**src/rtl/rv32c_prefetch_queue.sv**
```systemverilog
// Sequential word prefetcher feeding the RV32C fetch buffer, with redirect/drain handling.
// Optional performance counters are enabled by defining RV32C_PREFETCH_PERF_EN.
module rv32c_prefetch_queue #(
    parameter int          DEPTH    = 2,
    parameter logic [31:0] RESET_PC = 32'h8000_0000
) (
    input  logic        clk,
    input  logic        nrst,
    output logic        imem_ren,
    output logic [31:0] imem_addr,
    input  logic        imem_busy,
    input  logic [31:0] imem_rdata,
    input  logic        redirect,
    input  logic [31:0] redirect_pc,
    output logic        word_valid,
    output logic [31:0] word,
    output logic [31:0] word_addr,
    input  logic        word_ready
`ifdef RV32C_PREFETCH_PERF_EN
    ,
    output logic [31:0] perf_discard_cnt,
    output logic [31:0] perf_stall_cnt
`endif
);

    localparam int PW = $clog2(DEPTH);
    localparam int CW = PW + 1;
    localparam logic [CW-1:0] DEPTH_C = CW'(DEPTH);

    typedef enum logic {
        FETCH,
        DRAIN
    } state_t;

    state_t          state_q, state_d;
    logic [CW-1:0]   count_q;
    logic [PW-1:0]   head_q, tail_q;
    logic [31:0]     fetch_pc_q;
    logic [31:0]     drain_addr_q;
    logic [31:0]     data_mem [DEPTH];
    logic [31:0]     addr_mem [DEPTH];

    logic            complete;
    logic            push;
    logic            pop;
    logic            unused_pc_bits;

    // The halfword offset is resolved downstream from word_addr versus its own PC.
    assign unused_pc_bits = |redirect_pc[1:0];

    always_comb begin
        state_d   = state_q;
        imem_ren  = 1'b0;
        imem_addr = fetch_pc_q;
        unique case (state_q)
            FETCH: begin
                imem_ren = nrst && (count_q < DEPTH_C);
                if (redirect && imem_ren && imem_busy) state_d = DRAIN;
            end
            DRAIN: begin
                imem_ren  = nrst;
                imem_addr = drain_addr_q;
                if (nrst && !imem_busy) state_d = FETCH;
            end
            default: state_d = FETCH;
        endcase
    end

    assign complete   = imem_ren && !imem_busy;
    assign word_valid = nrst && (state_q == FETCH) && (count_q != '0);
    assign push       = complete && (state_q == FETCH) && !redirect;
    assign pop        = word_valid && word_ready && !redirect;
    assign word       = data_mem[head_q];
    assign word_addr  = addr_mem[head_q];

    always_ff @(posedge clk) begin
        if (!nrst) begin
            state_q    <= FETCH;
            count_q    <= '0;
            head_q     <= '0;
            tail_q     <= '0;
            fetch_pc_q <= RESET_PC;
        end else begin
            state_q <= state_d;
            if (redirect) begin
                count_q    <= '0;
                head_q     <= '0;
                tail_q     <= '0;
                fetch_pc_q <= {redirect_pc[31:2], 2'b00};
            end else begin
                if (push) begin
                    tail_q     <= tail_q + PW'(1);
                    fetch_pc_q <= fetch_pc_q + 32'd4;
                end
                if (pop) head_q <= head_q + PW'(1);
                unique case ({push, pop})
                    2'b10:   count_q <= count_q + CW'(1);
                    2'b01:   count_q <= count_q - CW'(1);
                    default: count_q <= count_q;
                endcase
            end
        end
    end

    // Storage carries no reset; validity is tracked by count alone.
    always_ff @(posedge clk) begin
        if (state_q == FETCH && state_d == DRAIN) drain_addr_q <= fetch_pc_q;
        if (push) begin
            data_mem[tail_q] <= imem_rdata;
            addr_mem[tail_q] <= fetch_pc_q;
        end
    end

`ifdef RV32C_PREFETCH_PERF_EN
    logic discard;
    logic stall;

    assign discard = complete && ((state_q == DRAIN) || redirect);
    assign stall   = imem_ren && imem_busy;

    always_ff @(posedge clk) begin
        if (!nrst) begin
            perf_discard_cnt <= '0;
            perf_stall_cnt   <= '0;
        end else begin
            if (discard && perf_discard_cnt != 32'hFFFF_FFFF)
                perf_discard_cnt <= perf_discard_cnt + 32'd1;
            if (stall && perf_stall_cnt != 32'hFFFF_FFFF)
                perf_stall_cnt <= perf_stall_cnt + 32'd1;
        end
    end
`endif

endmodule
```
**config.mk**
```make
export PLATFORM = sky130hd
export DESIGN_NAME = rv32c_prefetch_queue
export DESIGN_NICKNAME = d
export VERILOG_FILES = /design/src/rtl/rv32c_prefetch_queue.sv
export SDC_FILE = /design/constraint.sdc
export NUM_CORES = 1
export LEC_CHECK = 0
export CORE_ASPECT_RATIO = 1.5
export CORE_MARGIN = 4
export CORE_UTILIZATION = 30
export CTS_CLUSTER_SIZE = 10
export DETAILED_ROUTE_END_ITERATION = 8
export PLACE_DENSITY = 0.59
export SLEW_MARGIN = 20
export SYNTH_ARGS = -nofsm -noshare
export SYNTH_HDL_FRONTEND = slang
export SYNTH_SLANG_ARGS = --single-unit
```
**constraint.sdc**
```tcl
create_clock -name clk -period 6.03 [get_ports clk]
set_input_delay 1.809 -clock clk [delete_from_list [all_inputs] [get_ports clk]]
set_output_delay 1.809 -clock clk [all_outputs]
set_load 0.1 [all_outputs]
```
==> results.sh <==
export IMPL_status="finished, final reports clean"
export IMPL_drtIter0Drc=326
export IMPL_cts_resized=0
export IMPL_synthArstFlopShare_pct=0
export IMPL_wl_met2_um=10500
export IMPL_finish_instance_area_mm2=0.0104
export IMPL_fill_cells=2411
export IMPL_synth_top_area_share_pct=59.4
export IMPL_ir_drop_mv=0.193
export IMPL_synth_cell_types=46
export IMPL_period_minus_slack_ns=4.91
export IMPL_ios=167
export IMPL_die_w_um=140
export IMPL_crit_family="buffers and inverters"
export IMPL_synth_flop_cell="edfxtp_1"
export IMPL_cts_max_level=4
export IMPL_hold_class="reg -> reg"
export IMPL_grt_overflow=0
export IMPL_finClkSkew_ns=0.00975
export IMPL_cp_depth=4
export IMPL_wl_met3_um=685
export IMPL_power_density_mw_per_mm2=301
export IMPL_numCtsBuffers=17
export IMPL_maxUsedRoutingLayer="met4"
export IMPL_p_leak_nw=3.37
export IMPL_yosys_warnings=0
export IMPL_reg2regPathDepth=3
export IMPL_antenna_found_initial=2
export IMPL_max_cap_viol_count=0
export IMPL_cp_slowest_cell="clkdlybuf4s50_1"
export IMPL_cp_max_fo=14
export IMPL_die_h_um=205
export IMPL_netlist_instances=530
export IMPL_routedWlPerCell_um=18.2
export IMPL_cts_clk_slew_worst_paths_ns=0.07
export IMPL_setup_viol=0
export IMPL_grt_pass1_wl_um=28600
export IMPL_cts_setup_buffers=0
export IMPL_min_path_cells=2
export IMPL_cp_cell_sequence="clkdlybuf4s50_1 > inv_1 > nor3_1 > buf_12"
export IMPL_grt_max_degree=63
export IMPL_rsz0062_at_grt="no"
export IMPL_core_area_mm2=0.0257
export IMPL_crit_arrival_ns=3.10
export IMPL_root_buffer="clkbuf_16"
export IMPL_gp_congestion=0.755
export IMPL_clock_latency_ns=0.42
export IMPL_min_period_over_period_pct=81.4
export IMPL_cts_tree="done"
export IMPL_crit_type="in -> out"
export IMPL_vias_per_cell=4.75
export IMPL_avgSynthCellArea_um2=14.7
export IMPL_place_area_mm2=0.00977
export IMPL_synthTopCellsByCount="edfxtp_1 (154), mux2_2 (86), o21ai_0 (39)"
export IMPL_final_antenna_net_count=0
export IMPL_multi_input_area_mm2=0.00228
export IMPL_vias=4914
export IMPL_slew_headroom_pct=29.1
export IMPL_num_rows=72
export IMPL_seqCellArea_mm2=0.00535
export IMPL_drt_met1_wl_um=7470
export IMPL_cp_required_ns=4.22
export IMPL_max_slew_worst_pin_slew_ns=1.06
export IMPL_ys_ff_latch=190
export IMPL_dr_pass1_iters=4
export IMPL_yosysMostFrequentCell="edfxtp_1"
export IMPL_hold_viol=0
export IMPL_grt_pass1_vias=4964
export IMPL_drv_slew=0
export IMPL_startpoint_type="primary input"
export IMPL_wirelength_um=18800
export IMPL_synth_area_leader_cell="edfxtp_1"
export IMPL_ys_seq_area_share_pct=68.7
export IMPL_holdWs_ns=0.510
export IMPL_critPathMaxStageDelay_ns=0.47
export IMPL_start_util_pct=30.3
export IMPL_syn2layout_area_growth_pct=33.8
export IMPL_clkSinkCount=190
export IMPL_synth_edf_count=154
export IMPL_crit_buf_inv=3
export IMPL_clockBufferDepth=2
export IMPL_finalNetCount=757
export IMPL_layout_drive_gt1_share_pct=18.9
export IMPL_endpoint_kind="output pin"
export IMPL_place_hpwl_um=12700
export IMPL_drt_drc_violations_left=0
export IMPL_die_area_mm2=0.0286
export IMPL_fin_setup_tns_ns=0
export IMPL_grt_use_total_pct=13.0
export IMPL_syn_area_mm2=0.00778
export IMPL_ctsHoldBuffers=0
export IMPL_max_freq_mhz=204
export IMPL_numPortBuffers=160
export IMPL_synth_area_leaders="edfxtp_1 (59%), mux2_2 (12%), dfxtp_1 (9.3%), o21ai_0 (2.5%), clkbuf_1 (1.3%)"
## area by class of cell
type                    instances  share of cell area (%)
diodes                          3                  0.0721
clock buffers                  23                    4.59
clock inverters                 9                    1.53
inverters                      10                   0.360
multi-input cells             300                    21.9
flip-flops and latches        190                    51.4
well taps                     333                    4.00
repair buffers                167                    16.2
## metal layers
layer	vias up	GRT usage, %
met1	2416	14.8
met4	0	5.09
met3	9	2.70
met2	125	23.9
met5	-	0
li1	2364	-
## worst reg2reg max path, stage by stage (launching register included)
cell,delay (ns)
dfxtp_2,0.64
nor4b_2,0.74
and3_2,0.70
buf_4,0.44
## sequential cells by signal, summed over array words and instances (netlist names), named ones only
signal        cells
data_mem         64
addr_mem         60
drain_addr_q     30
fetch_pc_q       30
count_q           2
head_q            1
state_q           1
tail_q            1
## stage by stage
step           power (mW)  util, %  std cells  setup WS, ns
2_1_floorplan        1.83        -        533        0.0787
3_5_place_dp         1.97     38.1       1000          1.13
5_1_grt              3.25     40.6       1034          1.02
3_3_place_gp         1.97     38.1       1000          1.14
4_1_cts              3.18     40.5       1032          1.11
6_report             3.14     40.6       1035          1.12
## worst paths after layout
| path | start | endpoint | slack, ns |
|---|---|---|---|
| max | nrst | word_valid | 1.12 |
| min | head_q$_SDFFE_PP0P_ | register | 0.51 |
| max reg2reg | state_q$_SDFF_PN0_ | data_mem[1][2]$_DFFE_PP_ | 3.16 |
| min reg2reg | head_q$_SDFFE_PP0P_ | register | 0.51 |
## logic make-up after synthesis
kind of cell               Yosys count  share of synthesized area (%)
AOI/OAI and AO/OA                   81                           6.25
and+or+nand+nor                    114                           8.41
other                                1                         0.0482
muxes                               87                           12.6
DFF                                190                           68.7
adders and majority gates            2                          0.321
buffers and inverters               43                           2.39
xor gates and xnor gates            12                           1.35
## power breakdown
part           switching (mW)  internal (mW)
registers              0.0445           1.46
logic                   0.308          0.129
clock network           0.466          0.730
## placed cells by master (no fill, tap or decap), types with 6 or more instances in the layout
master,instances
mux2_2,86
or4_1,8
nand3_1,13
a31oi_1,12
buf_4,6
nand2_1,19
and4_1,7
clkbuf_16,17
nand4_1,13
clkdlybuf4s50_1,158
edfxtp_1,154
o21ai_0,39
or3_1,12
xnor2_1,6
a21oi_1,9
inv_1,9
nor2_1,17
xor2_1,6
dfxtp_1,34
Power figures use the tool's default switching activity.
